==> src/rtl/lc3_ctrl_pkg.sv <==
// Shared types for the LC-3 control unit: FSM states, opcodes, mux/ALU encodings
// and the packed control word that the state decoder drives.
package lc3_ctrl_pkg;

  typedef enum logic [4:0] {
    HALTED, S18, S33, S35, S32,
    S1, S5, S9, S22, S12, S4, S21, S20,
    S6, S25, S27, S7, S23, S16,
    PAUSE_IR1, PAUSE_IR2
  } state_t;

  localparam logic [3:0] OP_BR    = 4'b0000;
  localparam logic [3:0] OP_ADD   = 4'b0001;
  localparam logic [3:0] OP_JSR   = 4'b0100;
  localparam logic [3:0] OP_AND   = 4'b0101;
  localparam logic [3:0] OP_LDR   = 4'b0110;
  localparam logic [3:0] OP_STR   = 4'b0111;
  localparam logic [3:0] OP_NOT   = 4'b1001;
  localparam logic [3:0] OP_JMP   = 4'b1100;
  localparam logic [3:0] OP_PAUSE = 4'b1101;

  typedef enum logic [1:0] {PCMUX_PC1, PCMUX_BUS, PCMUX_ADDER} pcmux_e;
  typedef enum logic [1:0] {A2_ZERO, A2_OFF6, A2_OFF9, A2_OFF11} addr2mux_e;
  typedef enum logic [1:0] {ALU_ADD, ALU_AND, ALU_NOT, ALU_PASSA} aluk_e;

  typedef struct packed {
    logic       ld_mar, ld_mdr, ld_ir, ld_pc, ld_cc, ld_ben, ld_reg;
    logic       gatepc, gatemdr, gatealu, gatemarmux;
    logic       drmux, sr1mux, sr2mux, addr1mux, mio_en;
    logic [1:0] pcmux, addr2mux, aluk;
    logic       mem_ce, mem_ub, mem_lb, mem_oe, mem_we;
  } ctrl_t;

  // Everything idle; the SRAM strobes are active-low so idle means 1.
  localparam ctrl_t CTRL_IDLE = '{mem_ce: 1'b1, mem_ub: 1'b1, mem_lb: 1'b1,
                                  mem_oe: 1'b1, mem_we: 1'b1, default: '0};

endpackage

==> src/rtl/lc3_control_if.sv <==
// Datapath-facing bundle of the LC-3 control unit: IR/branch status in, control word out.
interface lc3_control_if;
  logic [3:0] Opcode;
  logic       IR_5, IR_11, BEN;
  logic       LD_MAR, LD_MDR, LD_IR, LD_PC, LD_CC, LD_BEN, LD_REG;
  logic       GATEPC, GATEMDR, GATEALU, GATEMARMUX;
  logic       DRMUX, SR1MUX, SR2MUX, ADDR1MUX, MIO_EN;
  logic [1:0] PCMUX, ADDR2MUX, ALUK;
  logic       Mem_CE, Mem_UB, Mem_LB, Mem_OE, Mem_WE;

  modport master (
    input  Opcode, IR_5, IR_11, BEN,
    output LD_MAR, LD_MDR, LD_IR, LD_PC, LD_CC, LD_BEN, LD_REG,
    output GATEPC, GATEMDR, GATEALU, GATEMARMUX,
    output DRMUX, SR1MUX, SR2MUX, ADDR1MUX, MIO_EN,
    output PCMUX, ADDR2MUX, ALUK,
    output Mem_CE, Mem_UB, Mem_LB, Mem_OE, Mem_WE
  );

  modport slave (
    output Opcode, IR_5, IR_11, BEN,
    input  LD_MAR, LD_MDR, LD_IR, LD_PC, LD_CC, LD_BEN, LD_REG,
    input  GATEPC, GATEMDR, GATEALU, GATEMARMUX,
    input  DRMUX, SR1MUX, SR2MUX, ADDR1MUX, MIO_EN,
    input  PCMUX, ADDR2MUX, ALUK,
    input  Mem_CE, Mem_UB, Mem_LB, Mem_OE, Mem_WE
  );
endinterface

==> src/rtl/mem_wait_timer.sv <==
// Saturating down-counter that stretches an SRAM access to MEM_WAIT cycles.
// Start loads MEM_WAIT-1; Done is high once the count has reached zero.
module mem_wait_timer #(
  parameter int MEM_WAIT = 2
) (
  input  logic Clk,
  input  logic Reset,
  input  logic Start,
  output logic Done
);

  localparam logic [1:0] LOAD = 2'(MEM_WAIT - 1);

  logic [1:0] r_count;

  // NOTE: clocked state uses non-blocking assignments so every flop samples pre-edge values.
  always_ff @(posedge Clk or negedge Reset) begin
    if (!Reset)              r_count <= '0;
    else if (Start)          r_count <= LOAD;
    else if (r_count != '0)  r_count <= r_count - 2'd1;
  end

  assign Done = (r_count == '0);

endmodule

==> src/rtl/lc3_control.sv <==
// LC-3 Moore control FSM: fetch/decode/execute sequencing with stretched SRAM accesses.
// Define LC3_PAUSE_EN to enable the PAUSE instruction (opcode 1101) and the Continue handshake.
module lc3_control
  import lc3_ctrl_pkg::*;
#(
  parameter int MEM_WAIT = 2
) (
  input  logic          Clk,
  input  logic          Reset,
  input  logic          Run,
  input  logic          Continue,
  lc3_control_if.master bus
);

  state_t r_state, w_next;
  ctrl_t  w_ctrl;
  logic   w_timer_start, w_timer_done;

  // The timer is armed in the single state that precedes each memory wait state.
  assign w_timer_start = (r_state == S18) || (r_state == S6) || (r_state == S23);

  mem_wait_timer #(.MEM_WAIT(MEM_WAIT)) u_timer (
    .Clk   (Clk),
    .Reset (Reset),
    .Start (w_timer_start),
    .Done  (w_timer_done)
  );

  always_ff @(posedge Clk or negedge Reset) begin
    if (!Reset) r_state <= HALTED;
    else        r_state <= w_next;
  end

  always_comb begin
    // NOTE: defaults first so every path assigns every bit and no latch is inferred.
    w_next = r_state;
    w_ctrl = CTRL_IDLE;
    case (r_state)
      HALTED: if (Run) w_next = S18;
      S18: begin
        w_ctrl.gatepc = 1'b1; w_ctrl.ld_mar = 1'b1; w_ctrl.ld_pc = 1'b1;
        w_ctrl.pcmux  = PCMUX_PC1;
        w_next = S33;
      end
      S33, S25: begin
        w_ctrl.mem_ce = 1'b0; w_ctrl.mem_oe = 1'b0;
        w_ctrl.mio_en = 1'b1; w_ctrl.ld_mdr = 1'b1;
        if (w_timer_done) w_next = (r_state == S33) ? S35 : S27;
      end
      S35: begin
        w_ctrl.gatemdr = 1'b1; w_ctrl.ld_ir = 1'b1;
        w_next = S32;
      end
      S32: begin
        w_ctrl.ld_ben = 1'b1;
        case (bus.Opcode)
          OP_ADD:  w_next = S1;
          OP_AND:  w_next = S5;
          OP_NOT:  w_next = S9;
          OP_BR:   w_next = bus.BEN ? S22 : S18;
          OP_JMP:  w_next = S12;
          OP_JSR:  w_next = S4;
          OP_LDR:  w_next = S6;
          OP_STR:  w_next = S7;
`ifdef LC3_PAUSE_EN
          OP_PAUSE: w_next = PAUSE_IR1;
`else
          OP_PAUSE: w_next = S18;
`endif
          default: w_next = S18;
        endcase
      end
      S1, S5, S9: begin
        w_ctrl.sr1mux  = 1'b1; w_ctrl.sr2mux = bus.IR_5;
        w_ctrl.gatealu = 1'b1; w_ctrl.ld_reg = 1'b1; w_ctrl.ld_cc = 1'b1;
        w_ctrl.aluk    = (r_state == S1) ? ALU_ADD : (r_state == S5) ? ALU_AND : ALU_NOT;
        w_next = S18;
      end
      S22: begin
        w_ctrl.addr2mux = A2_OFF9; w_ctrl.pcmux = PCMUX_ADDER; w_ctrl.ld_pc = 1'b1;
        w_next = S18;
      end
      S12, S20: begin
        w_ctrl.sr1mux   = 1'b1; w_ctrl.addr1mux = 1'b1;
        w_ctrl.addr2mux = A2_ZERO; w_ctrl.pcmux = PCMUX_ADDER; w_ctrl.ld_pc = 1'b1;
        w_next = S18;
      end
      S4: begin
        w_ctrl.gatepc = 1'b1; w_ctrl.drmux = 1'b1; w_ctrl.ld_reg = 1'b1;
        w_next = bus.IR_11 ? S21 : S20;
      end
      S21: begin
        w_ctrl.addr2mux = A2_OFF11; w_ctrl.pcmux = PCMUX_ADDER; w_ctrl.ld_pc = 1'b1;
        w_next = S18;
      end
      S6, S7: begin
        w_ctrl.gatemarmux = 1'b1; w_ctrl.ld_mar = 1'b1;
        w_ctrl.addr1mux   = 1'b1; w_ctrl.addr2mux = A2_OFF6;
        w_next = (r_state == S6) ? S25 : S23;
      end
      S27: begin
        w_ctrl.gatemdr = 1'b1; w_ctrl.ld_reg = 1'b1; w_ctrl.ld_cc = 1'b1;
        w_next = S18;
      end
      S23: begin
        w_ctrl.sr1mux  = 1'b0; w_ctrl.aluk = ALU_PASSA;
        w_ctrl.gatealu = 1'b1; w_ctrl.ld_mdr = 1'b1;
        w_next = S16;
      end
      S16: begin
        w_ctrl.mem_ce = 1'b0; w_ctrl.mem_we = 1'b0;
        if (w_timer_done) w_next = S18;
      end
      // Only reachable when the PAUSE instruction is enabled.
      PAUSE_IR1: if (Continue)  w_next = PAUSE_IR2;
      PAUSE_IR2: if (!Continue) w_next = S18;
      default: w_next = HALTED;
    endcase
  end

  assign bus.LD_MAR     = w_ctrl.ld_mar;
  assign bus.LD_MDR     = w_ctrl.ld_mdr;
  assign bus.LD_IR      = w_ctrl.ld_ir;
  assign bus.LD_PC      = w_ctrl.ld_pc;
  assign bus.LD_CC      = w_ctrl.ld_cc;
  assign bus.LD_BEN     = w_ctrl.ld_ben;
  assign bus.LD_REG     = w_ctrl.ld_reg;
  assign bus.GATEPC     = w_ctrl.gatepc;
  assign bus.GATEMDR    = w_ctrl.gatemdr;
  assign bus.GATEALU    = w_ctrl.gatealu;
  assign bus.GATEMARMUX = w_ctrl.gatemarmux;
  assign bus.DRMUX      = w_ctrl.drmux;
  assign bus.SR1MUX     = w_ctrl.sr1mux;
  assign bus.SR2MUX     = w_ctrl.sr2mux;
  assign bus.ADDR1MUX   = w_ctrl.addr1mux;
  assign bus.MIO_EN     = w_ctrl.mio_en;
  assign bus.PCMUX      = w_ctrl.pcmux;
  assign bus.ADDR2MUX   = w_ctrl.addr2mux;
  assign bus.ALUK       = w_ctrl.aluk;
  assign bus.Mem_CE     = w_ctrl.mem_ce;
  assign bus.Mem_UB     = w_ctrl.mem_ub;
  assign bus.Mem_LB     = w_ctrl.mem_lb;
  assign bus.Mem_OE     = w_ctrl.mem_oe;
  assign bus.Mem_WE     = w_ctrl.mem_we;

endmodule

==> src/flat_wrapper.sv <==
// flat-port wrapper written by rule: the top's interface ports become plain ports
module lc3_control_flat import lc3_ctrl_pkg::*;
#(
  parameter int MEM_WAIT = 2
)
  (Clk, Reset, Run, Continue, bus_Opcode, bus_IR_5, bus_IR_11, bus_BEN, bus_LD_MAR, bus_LD_MDR, bus_LD_IR, bus_LD_PC, bus_LD_CC, bus_LD_BEN, bus_LD_REG, bus_GATEPC, bus_GATEMDR, bus_GATEALU, bus_GATEMARMUX, bus_DRMUX, bus_SR1MUX, bus_SR2MUX, bus_ADDR1MUX, bus_MIO_EN, bus_PCMUX, bus_ADDR2MUX, bus_ALUK, bus_Mem_CE, bus_Mem_UB, bus_Mem_LB, bus_Mem_OE, bus_Mem_WE);
  lc3_control_if bus_i ();
  input  logic Clk;
  input  logic Reset;
  input  logic Run;
  input  logic Continue;
  input wire logic [$bits(bus_i.Opcode)-1:0] bus_Opcode;
  input wire logic [$bits(bus_i.IR_5)-1:0] bus_IR_5;
  input wire logic [$bits(bus_i.IR_11)-1:0] bus_IR_11;
  input wire logic [$bits(bus_i.BEN)-1:0] bus_BEN;
  output wire logic [$bits(bus_i.LD_MAR)-1:0] bus_LD_MAR;
  output wire logic [$bits(bus_i.LD_MDR)-1:0] bus_LD_MDR;
  output wire logic [$bits(bus_i.LD_IR)-1:0] bus_LD_IR;
  output wire logic [$bits(bus_i.LD_PC)-1:0] bus_LD_PC;
  output wire logic [$bits(bus_i.LD_CC)-1:0] bus_LD_CC;
  output wire logic [$bits(bus_i.LD_BEN)-1:0] bus_LD_BEN;
  output wire logic [$bits(bus_i.LD_REG)-1:0] bus_LD_REG;
  output wire logic [$bits(bus_i.GATEPC)-1:0] bus_GATEPC;
  output wire logic [$bits(bus_i.GATEMDR)-1:0] bus_GATEMDR;
  output wire logic [$bits(bus_i.GATEALU)-1:0] bus_GATEALU;
  output wire logic [$bits(bus_i.GATEMARMUX)-1:0] bus_GATEMARMUX;
  output wire logic [$bits(bus_i.DRMUX)-1:0] bus_DRMUX;
  output wire logic [$bits(bus_i.SR1MUX)-1:0] bus_SR1MUX;
  output wire logic [$bits(bus_i.SR2MUX)-1:0] bus_SR2MUX;
  output wire logic [$bits(bus_i.ADDR1MUX)-1:0] bus_ADDR1MUX;
  output wire logic [$bits(bus_i.MIO_EN)-1:0] bus_MIO_EN;
  output wire logic [$bits(bus_i.PCMUX)-1:0] bus_PCMUX;
  output wire logic [$bits(bus_i.ADDR2MUX)-1:0] bus_ADDR2MUX;
  output wire logic [$bits(bus_i.ALUK)-1:0] bus_ALUK;
  output wire logic [$bits(bus_i.Mem_CE)-1:0] bus_Mem_CE;
  output wire logic [$bits(bus_i.Mem_UB)-1:0] bus_Mem_UB;
  output wire logic [$bits(bus_i.Mem_LB)-1:0] bus_Mem_LB;
  output wire logic [$bits(bus_i.Mem_OE)-1:0] bus_Mem_OE;
  output wire logic [$bits(bus_i.Mem_WE)-1:0] bus_Mem_WE;
  assign bus_i.Opcode = bus_Opcode;
  assign bus_i.IR_5 = bus_IR_5;
  assign bus_i.IR_11 = bus_IR_11;
  assign bus_i.BEN = bus_BEN;
  assign bus_LD_MAR = bus_i.LD_MAR;
  assign bus_LD_MDR = bus_i.LD_MDR;
  assign bus_LD_IR = bus_i.LD_IR;
  assign bus_LD_PC = bus_i.LD_PC;
  assign bus_LD_CC = bus_i.LD_CC;
  assign bus_LD_BEN = bus_i.LD_BEN;
  assign bus_LD_REG = bus_i.LD_REG;
  assign bus_GATEPC = bus_i.GATEPC;
  assign bus_GATEMDR = bus_i.GATEMDR;
  assign bus_GATEALU = bus_i.GATEALU;
  assign bus_GATEMARMUX = bus_i.GATEMARMUX;
  assign bus_DRMUX = bus_i.DRMUX;
  assign bus_SR1MUX = bus_i.SR1MUX;
  assign bus_SR2MUX = bus_i.SR2MUX;
  assign bus_ADDR1MUX = bus_i.ADDR1MUX;
  assign bus_MIO_EN = bus_i.MIO_EN;
  assign bus_PCMUX = bus_i.PCMUX;
  assign bus_ADDR2MUX = bus_i.ADDR2MUX;
  assign bus_ALUK = bus_i.ALUK;
  assign bus_Mem_CE = bus_i.Mem_CE;
  assign bus_Mem_UB = bus_i.Mem_UB;
  assign bus_Mem_LB = bus_i.Mem_LB;
  assign bus_Mem_OE = bus_i.Mem_OE;
  assign bus_Mem_WE = bus_i.Mem_WE;
  lc3_control #(.MEM_WAIT(MEM_WAIT)) u_core (.Clk(Clk), .Reset(Reset), .Run(Run), .Continue(Continue), .bus(bus_i));
endmodule
==> config.mk <==
export PLATFORM = sky130hd
export DESIGN_NAME = lc3_control_flat
export DESIGN_NICKNAME = d
export VERILOG_FILES = /design/src/rtl/lc3_ctrl_pkg.sv /design/src/rtl/lc3_control_if.sv /design/src/rtl/mem_wait_timer.sv /design/src/rtl/lc3_control.sv /design/src/flat_wrapper.sv
export SDC_FILE = /design/constraint.sdc
export NUM_CORES = 1
export LEC_CHECK = 0
export BUFFER_PORTS_ARGS = -buffer_cell sky130_fd_sc_hd__buf_2
export CAP_MARGIN = 10
export CORE_AREA = 2 2 61 63
export DETAILED_ROUTE_END_ITERATION = 7
export DIE_AREA = 0 0 63 65
export GPL_ROUTABILITY_DRIVEN = 0
export PLACE_DENSITY = 0.53
export SLEW_MARGIN = 10
export SYNTH_ARGS = -nofsm -noshare
export SYNTH_HDL_FRONTEND = slang
export SYNTH_SLANG_ARGS = --single-unit
export TNS_END_PERCENT = 5
==> constraint.sdc <==
create_clock -name Clk -period 3.4 [get_ports Clk]
set_clock_uncertainty 0.15 [all_clocks]
set_input_delay 0.68 -clock Clk [delete_from_list [all_inputs] [get_ports Clk]]
set_output_delay 0.68 -clock Clk [all_outputs]
set_load 0.03 [all_outputs]
== Yosys cells after proc, flatten, opt, wreduce, memory -nomap -nowiden ==
Index checks and enable logic that the tools add are counted.

* Register bits: 7
* Input bits: 11
* Output and inout bits: 27
* Word-level logic and storage cells: 96

* $add $sub $neg: 1
* Equal/unequal tests: 32
* Mux-type cells: 37
* Reduce and logical (&&, ||, !) cells: 24

{| class="wikitable"
|+ Operators with widths
! kind !! number
|-
| $pmux 5 s12 || 1
|-
| $eq 5x4->1 const B || 8
|-
| $pmux 5 s8 || 1
|-
| $mux 5 || 6
|-
| $eq 5x5->1 const B || 5
|-
| $eq 5x3->1 const B || 4
|-
| $mux 1 || 19
|-
| $eq 4x3->1 const B || 4
|-
| $reduce_or 4->1 || 4
|-
| $reduce_or 5->1 || 3
|-
| $reduce_or 3->1 || 4
|-
| $eq 5x2->1 const B || 2
|-
| $mux 2 || 5
|-
| $ne 2x2->1 const B || 5
|-
| $eq 4x4->1 const B || 2
|-
| $mux 4 || 2
|-
| $reduce_or 2->1 || 4
|-
| $reduce_or 8->1 || 1
|-
| $pmux 2 s3 || 1
|-
| $eq 5x1->1 const B || 1
|-
| $logic_not 5->1 || 1
|-
| $reduce_and 5->1 || 1
|-
| $eq 4x1->1 const B || 1
|-
| $logic_not 4->1 || 1
|-
| other kinds (6) || 8
|}

== Logic depth before layout (Yosys ltp) ==
* Word-level depth: 4
* Mapped depth: 7
* Gate-level depth less buffers: 5

== By module ==
A second synthesis with hierarchy kept.

* Cell total of the unflattened synthesis: 153
* Area total of the unflattened synthesis: 1027.2 sq um

{| class="wikitable"
|+ Modules (own cells, without submodules)
! module !! instances !! cells each !! area an instance (sq um) !! sequential area each (sq um)
|-
| lc3_control || 1 || 144 || 928.4 || 125.1
|-
| mem_wait_timer || 1 || 9 || 98.8 || 50.0
|}

== Worst setup path before layout ==
No wires, ideal clock.

* Path type: reg-to-output
* From: register u_core.r_state[2]
* To: output bus_LD_REG
* Data arrival time: 1.904 ns
* Required time: 2.570 ns
* Path slack: 0.666 ns
* Stages on the path, launching flop included: 5
* Buffers on the path: 1
* Cells stage by stage: dfrtp_1 -> buf_4 -> nor2b_1 -> a21boi_0 -> or2_2

* Word-level cells in the longest chain between the ends: 3
* Elaborated cells on any way between the ends: 7
* Classes of those cells: 5 x eq/ne; 1 x mux; 1 x reduce/logical

{| class="wikitable"
|+ Ends and longest elaborated chain
! element !! RTL line !! text
|-
| from (decl) || lc3_control.sv:15 || <nowiki>state_t r_state, w_next;</nowiki>
|-
| from (signal assigned) || lc3_control.sv:31 || <nowiki>else r_state <= w_next;</nowiki>
|-
| $eq 5x4->1 / $eq 5x3->1 (equally long branches) || lc3_control.sv:38 || <nowiki>case (r_state)</nowiki>
|-
| $reduce_or 5->1 (no line) (*) || n/a ||
|-
| $mux 1 (*) || lc3_control.sv:38 ||
|-
| to (decl) || flat_wrapper.sv:22 || <nowiki>output wire logic [$bits(bus_i.LD_REG)-1:0] bus_LD_REG;</nowiki>
|}

Every way passes the cells marked *; elsewhere a longest branch is shown, timed or not.

== Final worst setup path ==
* From: register u_core.r_state[2]
* To: output bus_LD_MDR

* Word-level cells in the longest chain between the ends: 3
* Elaborated cells on any way between the ends: 5
* Classes of those cells: 3 x eq/ne; 1 x mux; 1 x reduce/logical

{| class="wikitable"
|+ Ends and longest elaborated chain
! element !! RTL line !! text
|-
| $eq 5x4->1 (tied with other cells) || lc3_control.sv:38 ||
|-
| $reduce_or 3->1 (no line) (*) || n/a ||
|-
| $mux 1 (*) || lc3_control.sv:38 ||
|-
| to (decl) || flat_wrapper.sv:17 || <nowiki>output wire logic [$bits(bus_i.LD_MDR)-1:0] bus_LD_MDR;</nowiki>
|}

Marked as above.

==> summary.txt <==
Yosys
  – Largest area contributor in the synthesized netlist: dfrtp_1
  – Total standard cell area after synthesis: 999.7 sq um
  – Post-synthesis register bit count: 7
  – Post-synth EDFFs: 0
  – Number of library cell types mapped by synthesis: 39
  – Post-synthesis sequential area ratio: roughly 18%
  – Cell types with the largest area share after synthesis: dfrtp_1 18%, o21ai_0 10%, nand2_1 9.0%
  – Avg Cell Area, Syn: 6.577 sq um
  – Primary FF master, synth: dfrtp_1
  – Post-Synthesis Cells: 152
  – Yosys warning count: 0
  – Proportion of synthesized flip-flops having asynchronous set or reset: 100.0%
  – Top cell type's share of synthesized area: ~18%

Worst setup path
  – Kind of start point of the critical path: flop
  – Required time of the worst setup path: 2.57 ns
  – Signal arrival time at the worst endpoint: a little over 2 ns
  – CP Max Fanout: 14
  – CP Capture Type: output pin
  – Critical setup path kind: flop to output pin
  – Length in cells of the worst reg-to-reg path: 5
  – Register-to-register setup slack: 1.24 ns

Route
  – Total iterations of the first detailed-routing run: 4
  – Via count: ~1100
  – Final antenna-violating net count: 0
  – Overall routed net length: 2788 um
  – Drt via density: between 4 and 5
  – Detailed-route wire length per cell: roughly 12 um
  – DRC violation count after routing: 0
  – Number of DRC markers in iteration 0: 22

Layout
  – Most frequent cells in the layout: 34 x buf_2, 24 x nand2_1, 20 x o21ai_0
  – Synthesis-to-layout area growth: 19.90%
  – Fraction of final layout cells sized beyond drive strength 1: a little over a quarter
  – Count of inserted antenna diode cells: 0
  – Number of fill cells: about 400
  – Most common cell after layout, fill and taps aside: buf_2
  – Final standard cell count with taps included and fillers excluded: roughly 230
  – NumNets Final: slightly below 200

Clock network
  – Latest clock arrival within the worst-skew pair: between 0.2 and 0.3 ns
  – Number of hold buffers added after cts: 0
  – Number of buffers created by CTS: 3
  – CTS H-tree lvls: 1
  – Post-CTS setup buffers: 0
  – Clk buf depth: 2
  – CTS Root Cell: clkbuf_4
  – Count of clock tree sinks: 7
  – Clock tree from TritonCTS: built
  – Reg clk slew, reported paths: approximately 0.050 ns
  – Cts repair resizes: 0

STA
  – Transition at the pin with the smallest max-transition slack: ~0.52 ns
  – Number of failing hold endpoints at the final stage: 0
  – Final period demand of the worst path: 2.880 ns
  – Max transition margin: 65.44%
  – Top achievable clock speed: approximately 350 MHz
  – Final setup violation count: 0
  – Max Slew Vio Count: 0
  – Total negative slack for setup checks: 0 ns
  – Setup repair after global routing missed its margin: no
  – Final period utilization: ~85%

Placement
  – DP HPWL: about 2100 um
  – Input/output buffers: 34
  – Placed instance count: 224

Job
  – Max Cap Violations: 0

Global route
  – Leftover overflow at the end of global routing: 0
  – Number of antenna violations at the first check in global routing: 0
  – Global-route wire length before repair: just under 5000 um
  – Maximum number of pins on one net before global-route repair: 24
  – Vias in the first global route: about 1100
  – Total global-route track usage: 14.79%

Floorplanning
  – Die Y-Extent: approximately 65 um
  – Starting utilization of the core area: around 29%
  – Ports placed on the boundary: 38
  – Rows: 22
  – Total Die Area: just over 0.004 sq mm
  – Die Width: between 60 and 70 um
  – Core Region: ~0.0035 sq mm

Pwr
  – PD cells: 891.1 mW/mm^2
  – Leakage dissipation: between 0.5 and 0.6 nW
  – IR drop worst, VDD: just under 300 uV

Run status
  – Outcome: completed

Hold path
  – Worst hold path class: input port to async pin
-- registers in the layout, indices dropped and copies added (netlist names) --
name	cells
u_core.u_timer.r_count	2
u_core.r_state	5
-- cells by family (layout without fill, tap and decap cells) --
family	count (synthesis)	after routing	synth area share, %
DFF	7	7	17.52
adders and majority gates	1	1	1.251
xor gates and xnor gates	2	2	1.753
AOI/OAI and AO/OA	50	50	31.54
other	2	3	0.7512
buffers and inverters	22	49	11.76
and+or+nand+nor	68	68	35.42
-- per-layer routing --
layer	vias up	GRT usage [%]	share of wire (%)	routed length, um
li1	586	-	-	-
met1	511	20.44	49	1369
met2	28	23.14	47	1299
met3	0	1.736	4.3	119
met4	0	6.389	0	0
met5	-	0	0	0
-- through the flow --
stage / hold slack (ns) / utilization, % / worst slack, ns / cell area, sq um / power, W
floorplan: 0.2344 / - / 0.6659 / 1003 / 0.0008038
global placement: 0.3555 / 33.54 / 0.7979 / 1172 / 0.001006
detailed placement: 0.3622 / 33.54 / 0.8265 / 1172 / 0.0009977
CTS: 0.09930 / 34.29 / 0.5476 / 1199 / 0.001075
global route: 0.09783 / 34.29 / 0.3281 / 1199 / 0.001176
finish: 0.09683 / 34.29 / 0.5201 / 1199 / 0.001068
-- critical path, cell delays in order, from the launching register on --
cell and delay (ns):
dfrtp_1 0.48, inv_1 0.39, nand2_1 0.17, a21oi_1 0.27
nand2_1 0.13, o21ai_0 0.12, buf_2 0.23
-- power by group --
group          switching (W)  internal, W  leakage [nW]
sequential         0.0000329     0.000116        0.0899
combinational       0.000578     0.000267         0.470
clock              0.0000297    0.0000447        0.0150
-- path summary, 6_finish.rpt --
check	startpoint	endpoint
worst max-delay path	u_core.r_state[2]$_DFFE_PN0P_	bus_LD_MDR
worst min-delay path	Reset	u_core.r_state[1]$_DFFE_PN0P_
worst max register to register	u_core.r_state[3]$_DFFE_PN0P_	u_core.r_state[0]$_DFFE_PN0P_
worst min register to register	u_core.u_timer.r_count[1]$_DFFE_PN0P_	u_core.u_timer.r_count[1]$_DFFE_PN0P_
max in group asynchronous	Reset	u_core.u_timer.r_count[1]$_DFFE_PN0P_
min in group Clk	u_core.u_timer.r_count[1]$_DFFE_PN0P_	u_core.u_timer.r_count[1]$_DFFE_PN0P_
-- synthesized netlist by cell type, drive strengths merged (3+ instances only) --
cell type	number
a21oi	16
buf	11
clkbuf	4
dfrtp	7
inv	7
nand2	24
nand2b	4
nand3	8
nor2	12
nor2b	4
nor3	5
o21ai	21
or2	3
-- area by class of cell --
cell class,count,area [sq um],area share (%)
timing repair buffer,38,200.2,16.70
clock buffer,4,26.28,2.192
tap,48,60.06,5.010
sequential,7,175.2,14.61
inverter,7,26.28,2.192
multi-input combinational,124,710.7,59.29
Note: power is estimated with default switching activity, not from simulation.
